===== src/rtl/scan_chain_ctrl_pkg.sv =====
// Shared types and constants for the scan chain controller: FSM states,
// legal chain-length range and the bit-counter width helper.
package scan_chain_ctrl_pkg;

    localparam int CHAIN_LEN_MIN = 2;
    localparam int CHAIN_LEN_MAX = 256;

    typedef enum logic [2:0] {
        ST_IDLE     = 3'd0,
        ST_SHIFT_IN = 3'd1,
        ST_CAPTURE  = 3'd2,
        ST_UNLOAD   = 3'd3,
        ST_FINISH   = 3'd4
    } state_t;

    // Wide enough to hold CHAIN_LEN itself, so the counter never needs to wrap.
    function automatic int cnt_width(input int len);
        return $clog2(len + 1);
    endfunction

endpackage


===== src/rtl/scan_chain_ctrl_if.sv =====
// Operation request/response bus of the scan chain controller.
// SCAN_CHAIN_CTRL_COMPARE_EN adds the expected-response input and mismatch flag.
interface scan_chain_ctrl_if #(parameter int CHAIN_LEN = 16);

    logic                 start;
    logic [CHAIN_LEN-1:0] load_data;
    logic                 busy;
    logic                 done;
    logic [CHAIN_LEN-1:0] unload_data;
`ifdef SCAN_CHAIN_CTRL_COMPARE_EN
    logic [CHAIN_LEN-1:0] expect_data;
    logic                 mismatch;

    modport master (output start, output load_data, output expect_data,
                    input busy, input done, input unload_data, input mismatch);
    modport slave  (input start, input load_data, input expect_data,
                    output busy, output done, output unload_data, output mismatch);
`else
    modport master (output start, output load_data,
                    input busy, input done, input unload_data);
    modport slave  (input start, input load_data,
                    output busy, output done, output unload_data);
`endif

endinterface


===== src/rtl/scan_chain_shreg.sv =====
// Parallel-load shift register: shifts toward the MSB, serial data enters at bit 0.
module scan_chain_shreg #(
    parameter int WIDTH = 16
) (
    input  logic             clk,
    input  logic             rst,
    input  logic             ld,
    input  logic             sh,
    input  logic [WIDTH-1:0] d,
    input  logic             sin,
    output logic [WIDTH-1:0] q
);

    logic [WIDTH-1:0] q_r;

    // Load has priority over shift; reset clears the contents.
    always_ff @(posedge clk) begin
        if (rst) begin
            q_r <= {WIDTH{1'b0}};
        end else if (ld) begin
            q_r <= d;
        end else if (sh) begin
            q_r <= {q_r[WIDTH-2:0], sin};
        end else begin
            q_r <= q_r;
        end
    end

    assign q = q_r;

endmodule


===== src/rtl/scan_chain_ctrl.sv =====
// Scan chain controller: shift a pattern in, capture one cycle, shift the response out.
// Optional response compare is enabled with SCAN_CHAIN_CTRL_COMPARE_EN.
module scan_chain_ctrl
    import scan_chain_ctrl_pkg::*;
#(
    parameter int CHAIN_LEN = 16
) (
    input  logic             clk,
    input  logic             rst,
    scan_chain_ctrl_if.slave bus,
    output logic             se,
    output logic             si,
    input  logic             so
);

    localparam int              CW       = cnt_width(CHAIN_LEN);
    localparam logic [CW-1:0]   CNT_ZERO = CW'(0);
    localparam logic [CW-1:0]   CNT_ONE  = CW'(1);
    localparam logic [CW-1:0]   CNT_LAST = CW'(CHAIN_LEN - 1);

    if (CHAIN_LEN < CHAIN_LEN_MIN || CHAIN_LEN > CHAIN_LEN_MAX) begin : g_bad_len
        $error("scan_chain_ctrl: CHAIN_LEN out of range");
    end

    state_t               state_r;
    logic [CW-1:0]        cnt_r;
    logic                 se_r;
    logic                 si_r;
    logic                 busy_r;
    logic                 done_r;
    logic                 accept_s;
    logic                 last_s;
    logic                 load_sh_s;
    logic                 unload_sh_s;
    logic [CHAIN_LEN-1:0] load_d_s;
    logic [CHAIN_LEN-1:0] load_q_s;
    logic [CHAIN_LEN-1:0] unload_q_s;
    logic                 unused_load_s;

    // Decode shift-register controls from the current state.
    always_comb begin
        accept_s    = ((state_r == ST_IDLE) || (state_r == ST_FINISH)) && bus.start;
        last_s      = (cnt_r == CNT_LAST);
        load_sh_s   = (state_r == ST_SHIFT_IN);
        unload_sh_s = (state_r == ST_UNLOAD);
        // The MSB goes straight to SI at accept, so the register holds the remaining bits.
        load_d_s    = {bus.load_data[CHAIN_LEN-2:0], 1'b0};
    end

    scan_chain_shreg #(.WIDTH(CHAIN_LEN)) u_load (
        .clk (clk),
        .rst (rst),
        .ld  (accept_s),
        .sh  (load_sh_s),
        .d   (load_d_s),
        .sin (1'b0),
        .q   (load_q_s)
    );

    scan_chain_shreg #(.WIDTH(CHAIN_LEN)) u_unload (
        .clk (clk),
        .rst (rst),
        .ld  (1'b0),
        .sh  (unload_sh_s),
        .d   ({CHAIN_LEN{1'b0}}),
        .sin (so),
        .q   (unload_q_s)
    );

    assign unused_load_s = &{1'b0, load_q_s[CHAIN_LEN-2:0]};

    // Operation sequencer with registered scan pins and status.
    always_ff @(posedge clk) begin
        if (rst) begin
            state_r <= ST_IDLE;
            cnt_r   <= CNT_ZERO;
            se_r    <= 1'b0;
            si_r    <= 1'b0;
            busy_r  <= 1'b0;
            done_r  <= 1'b0;
        end else begin
            case (state_r)
                ST_IDLE, ST_FINISH: begin
                    cnt_r  <= CNT_ZERO;
                    done_r <= 1'b0;
                    if (bus.start) begin
                        state_r <= ST_SHIFT_IN;
                        se_r    <= 1'b1;
                        si_r    <= bus.load_data[CHAIN_LEN-1];
                        busy_r  <= 1'b1;
                    end else begin
                        state_r <= ST_IDLE;
                        se_r    <= 1'b0;
                        si_r    <= 1'b0;
                        busy_r  <= 1'b0;
                    end
                end
                ST_SHIFT_IN: begin
                    if (last_s) begin
                        state_r <= ST_CAPTURE;
                        cnt_r   <= CNT_ZERO;
                        se_r    <= 1'b0;
                        si_r    <= 1'b0;
                    end else begin
                        cnt_r   <= cnt_r + CNT_ONE;
                        si_r    <= load_q_s[CHAIN_LEN-1];
                    end
                end
                ST_CAPTURE: begin
                    state_r <= ST_UNLOAD;
                    cnt_r   <= CNT_ZERO;
                    se_r    <= 1'b1;
                    si_r    <= 1'b0;
                end
                ST_UNLOAD: begin
                    if (last_s) begin
                        state_r <= ST_FINISH;
                        cnt_r   <= CNT_ZERO;
                        se_r    <= 1'b0;
                        busy_r  <= 1'b0;
                        done_r  <= 1'b1;
                    end else begin
                        cnt_r   <= cnt_r + CNT_ONE;
                    end
                end
                default: begin
                    state_r <= ST_IDLE;
                    cnt_r   <= CNT_ZERO;
                    se_r    <= 1'b0;
                    si_r    <= 1'b0;
                    busy_r  <= 1'b0;
                    done_r  <= 1'b0;
                end
            endcase
        end
    end

    assign se              = se_r;
    assign si              = si_r;
    assign bus.busy        = busy_r;
    assign bus.done        = done_r;
    assign bus.unload_data = unload_q_s;

`ifdef SCAN_CHAIN_CTRL_COMPARE_EN
    logic [CHAIN_LEN-1:0] expect_r;
    logic                 mismatch_r;

    // Compare against the final unload word (including the last SO bit) as FINISH is entered.
    always_ff @(posedge clk) begin
        if (rst) begin
            expect_r   <= {CHAIN_LEN{1'b0}};
            mismatch_r <= 1'b0;
        end else if (accept_s) begin
            expect_r   <= bus.expect_data;
            mismatch_r <= mismatch_r;
        end else if ((state_r == ST_UNLOAD) && last_s) begin
            expect_r   <= expect_r;
            mismatch_r <= |({unload_q_s[CHAIN_LEN-2:0], so} ^ expect_r);
        end else begin
            expect_r   <= expect_r;
            mismatch_r <= mismatch_r;
        end
    end

    assign bus.mismatch = mismatch_r;
`endif

endmodule


===== src/flat_wrapper.sv =====
// flat-port wrapper written by rule: the top's interface ports become plain ports
module scan_chain_ctrl_flat import scan_chain_ctrl_pkg::*;
#(
    parameter int CHAIN_LEN = 16
)
  (clk, rst, se, si, so, bus_start, bus_load_data, bus_busy, bus_done, bus_unload_data);
  scan_chain_ctrl_if #(.CHAIN_LEN(CHAIN_LEN)) bus_i ();
  input  logic clk;
  input  logic rst;
  output logic se;
  output logic si;
  input  logic so;
  input wire logic [$bits(bus_i.start)-1:0] bus_start;
  input wire logic [$bits(bus_i.load_data)-1:0] bus_load_data;
  output wire logic [$bits(bus_i.busy)-1:0] bus_busy;
  output wire logic [$bits(bus_i.done)-1:0] bus_done;
  output wire logic [$bits(bus_i.unload_data)-1:0] bus_unload_data;
  assign bus_i.start = bus_start;
  assign bus_i.load_data = bus_load_data;
  assign bus_busy = bus_i.busy;
  assign bus_done = bus_i.done;
  assign bus_unload_data = bus_i.unload_data;
  scan_chain_ctrl #(.CHAIN_LEN(CHAIN_LEN)) u_core (.clk(clk), .rst(rst), .bus(bus_i), .se(se), .si(si), .so(so));
endmodule

===== config.mk =====
export PLATFORM = sky130hd
export DESIGN_NAME = scan_chain_ctrl_flat
export DESIGN_NICKNAME = d
export VERILOG_FILES = /design/src/rtl/scan_chain_ctrl_pkg.sv /design/src/rtl/scan_chain_ctrl_if.sv /design/src/rtl/scan_chain_shreg.sv /design/src/rtl/scan_chain_ctrl.sv /design/src/flat_wrapper.sv
export SDC_FILE = /design/constraint.sdc
export NUM_CORES = 1
export LEC_CHECK = 0
export ABC_AREA = 1
export ABC_CLOCK_PERIOD_IN_PS = 2900
export BUFFER_PORTS_ARGS = -buffer_cell sky130_fd_sc_hd__buf_2
export CORE_MARGIN = 2
export CORE_UTILIZATION = 57
export DETAILED_ROUTE_END_ITERATION = 7
export PLACE_DENSITY_LB_ADDON = 0.15
export SLEW_MARGIN = 20
export SYNTH_ARGS = -nofsm -noshare
export SYNTH_HDL_FRONTEND = slang
export SYNTH_SLANG_ARGS = --single-unit

===== constraint.sdc =====
create_clock -name clk -period 2.9 [get_ports clk]
set_input_delay 0.29 -clock clk [delete_from_list [all_inputs] [get_ports clk]]
set_output_delay 0.29 -clock clk [all_outputs]
set_load 0.02 [all_outputs]

# Word-level counts from Yosys, hierarchy flattened
# Cells that the tools add are included.
# totals
input_bits,20
wordCells,44
register_bits,43
output_inout_bits,20
# classes
bitwise,2
mux,15
eq_ne,8
n_addsub,1
n_reduce_logical,10
# ops
cell,n
16-bit 2-to-1 mux,2
3-bit one-hot mux with 4 select lines,1
1-bit one-hot mux with 3 select lines,3
"3-bit by 2-bit equality test with 1-bit output, second input constant",2
1-bit 2-to-1 mux,6
3-bit 2-to-1 mux,2
"2-bit by 1-bit inequality test with 1-bit output, second input constant",3
2-bit OR reduction,3
"5-bit by 1-bit adder with 5-bit output, second input constant",1
"5-bit by 4-bit equality test with 1-bit output, second input constant",1
2-bit AND reduction,2
"3-bit by 1-bit equality test with 1-bit output, second input constant",1
"3-bit equality test, second input constant",1
3-bit zero test,1
3-bit OR reduction,1
1-bit NOT,2
1-bit one-hot mux with 2 select lines,1
2-bit nonzero test,1
1-bit logical AND,1
1-bit logical OR,1

# Longest topological paths before layout
# logic_depth
word_depth,4
ltp_mapped,9

# Hierarchy
# From an unflattened synthesis, not the netlist that was laid out.
# unflattened
cells_unflattened,314
hier_area_um2,2154.6
# by_module_without_submodules
module,instances,area_per_inst_um2,seq_area_each_um2,cells_per_inst
scan_chain_shreg,2,812.0,320.3,124
scan_chain_ctrl,1,530.5,240.2,66

# Worst setup path after synthesis
# Ideal clock, no wire load.
# synth_timing
path_kind,register to register
startpoint,register u_core.cnt_r[0]
endpoint,register u_core.cnt_r[2]
n_path_buf,0
period_less_slack_ns,1.298
required_ns,2.820
stages_incl_launch_ff,8
t_arrival_ns,1.218
setup_slack_ns,1.602
cell_sequence,dfxtp_1 ha_1 nand2_1 nor2_1 ha_1 nor2_1 nand2_1 nor3b_1
# synth_via
elab_chain_cells,2
word_cells_on_any_way,3
classes_between,add/sub: 1; eq/ne: 1; reduce/logical: 1
# synth_lines
item,line_no,source
start: declaration,scan_chain_ctrl.sv:26,logic [CW-1:0] cnt_r;
start signal: assignment,scan_chain_ctrl.sv:105,cnt_r <= cnt_r + CNT_ONE;
start signal: assignment,scan_chain_ctrl.sv:123,cnt_r <= cnt_r + CNT_ONE;
"parallel branches: the longest is 2 deep, another holds 5-bit by 1-bit adder with 5-bit output",n/a,
# Several ways; the timed one is not identified.
# A chain may end at the register's enable or synchronous reset.

# Worst setup path in the final report
# layout_timing
startpoint,register u_core.state_r[1]
endpoint,register u_core.u_unload.q_r[12] (netlist: u_core.u_unload.q[12])
# layout_via
elab_chain_cells,1
# layout_lines
item,line_no,source
start: declaration,scan_chain_ctrl.sv:25,state_t state_r;
start signal: assignment,scan_chain_ctrl.sv:75,state_r <= ST_IDLE;
start signal: assignment,scan_chain_ctrl.sv:87,state_r <= ST_SHIFT_IN;
start signal: assignment,scan_chain_ctrl.sv:92,state_r <= ST_IDLE;
3-bit by 2-bit equality test with 1-bit output,scan_chain_ctrl.sv:45,unload_sh_s = (state_r == ST_UNLOAD);
end signal: assignment,scan_chain_shreg.sv:19,q_r <= {WIDTH{1'b0}};
end signal: assignment,scan_chain_shreg.sv:23,"q_r <= {q_r[WIDTH-2:0], sin};"
end signal: assignment,scan_chain_shreg.sv:25,q_r <= q_r;
end: declaration,scan_chain_shreg.sv:14,logic [WIDTH-1:0] q_r;
# Every way passes these cells.

==> run metrics <==
status completed; pin count of the biggest net entering global routing 26; critical path class reg2reg; max-slew violations 0; Die Y 60.6 um; share of the synthesized area in the top cell type 0.471; multiplexer share of the synthesized area 0; Worst EP arrival 1870 ps; CP startpoint kind flop; input/output buffers 39; Unique masters post-synth 27; worst-case vdd ir drop 0.486 mV; PnR worst setup slack 1280 ps; min-delay src so; FF-to-FF path depth 5; Fin. Hold Viols 0; post-CTS sizing 0; Synth Area in Compound Gates 0.0740; hold worst-path end u_core.u_unload.q[0]$_SDFFE_PP0P_; syn_area_per_cell 7.34 um^2; initial antenna violation count 0; Cell Area, Placed 1990 um^2; core area 3050 um^2; Worst Setup End Kind flop; drt wl/cell 11.1 um; worst-case clock skew 13.2 ps; first drt pass iteration count 4; max_slew headroom 0.523; MaxCap Viol Count 0; clock sinks 43; Initial Util 0.598; largest family of logic cells by synthesized area simple AND/OR/NAND/NOR gates; die area 3670 um^2; gr ovfl total 0; largest cells by area after synthesis dfxtp_1, nand2_1, nor2_1; mapped cell area 1830 um^2; Yosys Warn Count 0; Rows 20; Residual DRC 0; Slew @ Worst Pin 714 ps; Core Util, Final 0.679; worst skew pair latency 360 ps; number of synthesized register bits 43; unrepaired setup endpoints after global routing no; share of layout cells above drive strength 1 0.211; Iter 0 DRT Violations 106; GR peak layer met2; post-synthesis instance total 249; worst hold path type in2reg; CTS tree yes; die width 60.6 um; Final #Nets 306; leak pwr 1.09 nW; Final Critical Period 1620 ps; FILL cells 299; adder-cell share of the synthesized area 0.0137; hold path cells 3; setup bufs post-CTS 0; post-detail-place hpwl 2390 um; most frequent cell on the critical path nor2_1; Area Overhead vs Synth 13.4%; clk slew on worst S/H paths 130 ps; Max Root-Sink Buffers 2; WHS 165 ps; Routed Antenna Nets 0; hold_buf cts 0; n_diodes 0; Final Wtd Congestion 0.809; peak per-stage delay on the critical path 550 ps; Root Driver clkbuf_4; post-synthesis xor/xnor area fraction 0; area leader, netlist dfxtp_1; R2R setup slack 1280 ps; vias in the first global route 1370; crit-path cells nand2_2, nor2_2, inv_4, nor2_1, nor2_1; met1 Resource Use GR 0.267; met2 GRT Util 0.356; register area share after synthesis 0.471; Crit-path slowest cell nor2_2; Final Setup Violations 0; worst r2r src u_core.state_r[1]$_SDFFE_PP0P_; CTS Buf Count 5; post-route cell area 2070 um^2; drt total wl 3640 um; FMAX 618 MHz; post-place setup slack 1320 ps; met3 GRT Util 0.0746; first-pass GRT wire length 5880 um; # IOs 40; simple-gate share of the synthesized area 0.336; final worst path period share 0.558; H-tree levels 2; Total GRT Usage 0.217; Via density 4.94; Setup Total Neg Slack 0 ps; Power Dens Cells 661 nW/um^2; worst-path fanout max 20; Synth Net Count 271; via count 1626; Critical Path RT 3150 ps; reg2reg end u_core.u_unload.q[12]$_SDFFE_PP0P_
==> how the worst max path moves through the flow <==
stage	slack (ps)	endpoint	cells past startpoint	start
5_1_grt	1110	u_core.u_unload.q[14]$_SDFFE_PP0P_	5	u_core.state_r[1]$_SDFFE_PP0P_
4_1_cts	1270	u_core.u_unload.q[14]$_SDFFE_PP0P_	5	u_core.state_r[1]$_SDFFE_PP0P_
3_5_place_dp	1320	u_core.u_unload.q[12]$_SDFFE_PP0P_	5	u_core.state_r[1]$_SDFFE_PP0P_
6_report	1280	u_core.u_unload.q[12]$_SDFFE_PP0P_	5	u_core.state_r[1]$_SDFFE_PP0P_
3_3_place_gp	1340	u_core.u_unload.q[0]$_SDFFE_PP0P_	5	rst
2_1_floorplan	1600	u_core.cnt_r[2]$_SDFF_PP0_	7	u_core.cnt_r[0]$_SDFF_PP0_
==> flip-flops by register name (all words and copies together), names as in the netlist <==
name and flops:
u_core.state_r 3, u_core.bus.busy 1, u_core.u_unload.q 16, u_core.u_load.q 15
u_core.bus.done 1, u_core.cnt_r 5, u_core.si 1, u_core.se 1
==> layout make-up <==
| type | instances | area (um^2) | area share |
|---|---|---|---|
| Timing Repair Buffer | 40 | 203 | 0.0978 |
| Inverter | 24 | 92.6 | 0.0447 |
| Clock buffer | 6 | 51.3 | 0.0248 |
| Multi-Input combinational cell | 170 | 774 | 0.374 |
| Tap cell | 44 | 55.1 | 0.0266 |
| Clock inverter | 2 | 35.0 | 0.0169 |
| Sequential cell | 43 | 861 | 0.415 |
==> cells in the mapped netlist <==
master,count
buf_8,1
nand4_1,1
buf_2,3
clkbuf_1,1
nor2_2,4
clkbuf_2,1
a21oi_1,4
dfxtp_1,43
inv_2,1
nand2_2,4
inv_4,1
buf_6,4
nor2_1,45
buf_4,2
nor3b_1,1
nand3b_1,2
a21oi_2,1
nand2_1,55
o21ai_0,16
o22ai_1,1
a31oi_1,2
nor3_1,1
nand3_2,1
inv_1,22
o211ai_1,1
ha_1,2
nand3_1,29
==> metal layers <==
layer | vias to the layer above | part of all wire
met4 | 0 | 0.015
met3 | 5 | 0.065
li1 | 852 | -
met1 | 721 | 0.47
met5 | - | 0
met2 | 48 | 0.45
==> power by group <==
| group | total (mW) | leakage [nW] | internal [mW] | switching (mW) |
|---|---|---|---|---|
| clock | 0.399 | 0.0482 | 0.204 | 0.195 |
| combinational | 0.285 | 0.694 | 0.0937 | 0.191 |
| sequential | 0.686 | 0.350 | 0.649 | 0.0371 |
| total | 1.37 | 1.09 | 0.946 | 0.423 |
==> layout by cell type, fill, tap and decap left out, types with 5 or more instances in the layout <==
cell	n
nand2_1	55
inv_1	22
nand3_1	29
o21ai_0	16
nor2_1	45
clkbuf_4	5
dfxtp_1	43
buf_2	39
==> metrics by stage <==
step / power [mW] / instances
after floorplan: 0.933 / 249
after global placement: 0.979 / 321
after detailed placement: 0.982 / 321
after CTS: 1.38 / 329
after global routing: 1.44 / 329
final: 1.37 / 329
==> critical path, delay by kind of cell, from the launching register on <==
family        cells  cell delay (ps)
flops             1              460
buf+inv           1              180
simple gates      4              850
==> kinds of logic after synthesis <==
family                     after synthesis
and+or+nand+nor                        143
DFF                                     43
buffers and inverters                   36
AOI/OAI and AO/OA                       25
adders and majority gates                2
Note: power is estimated with default switching activity, not from simulation.
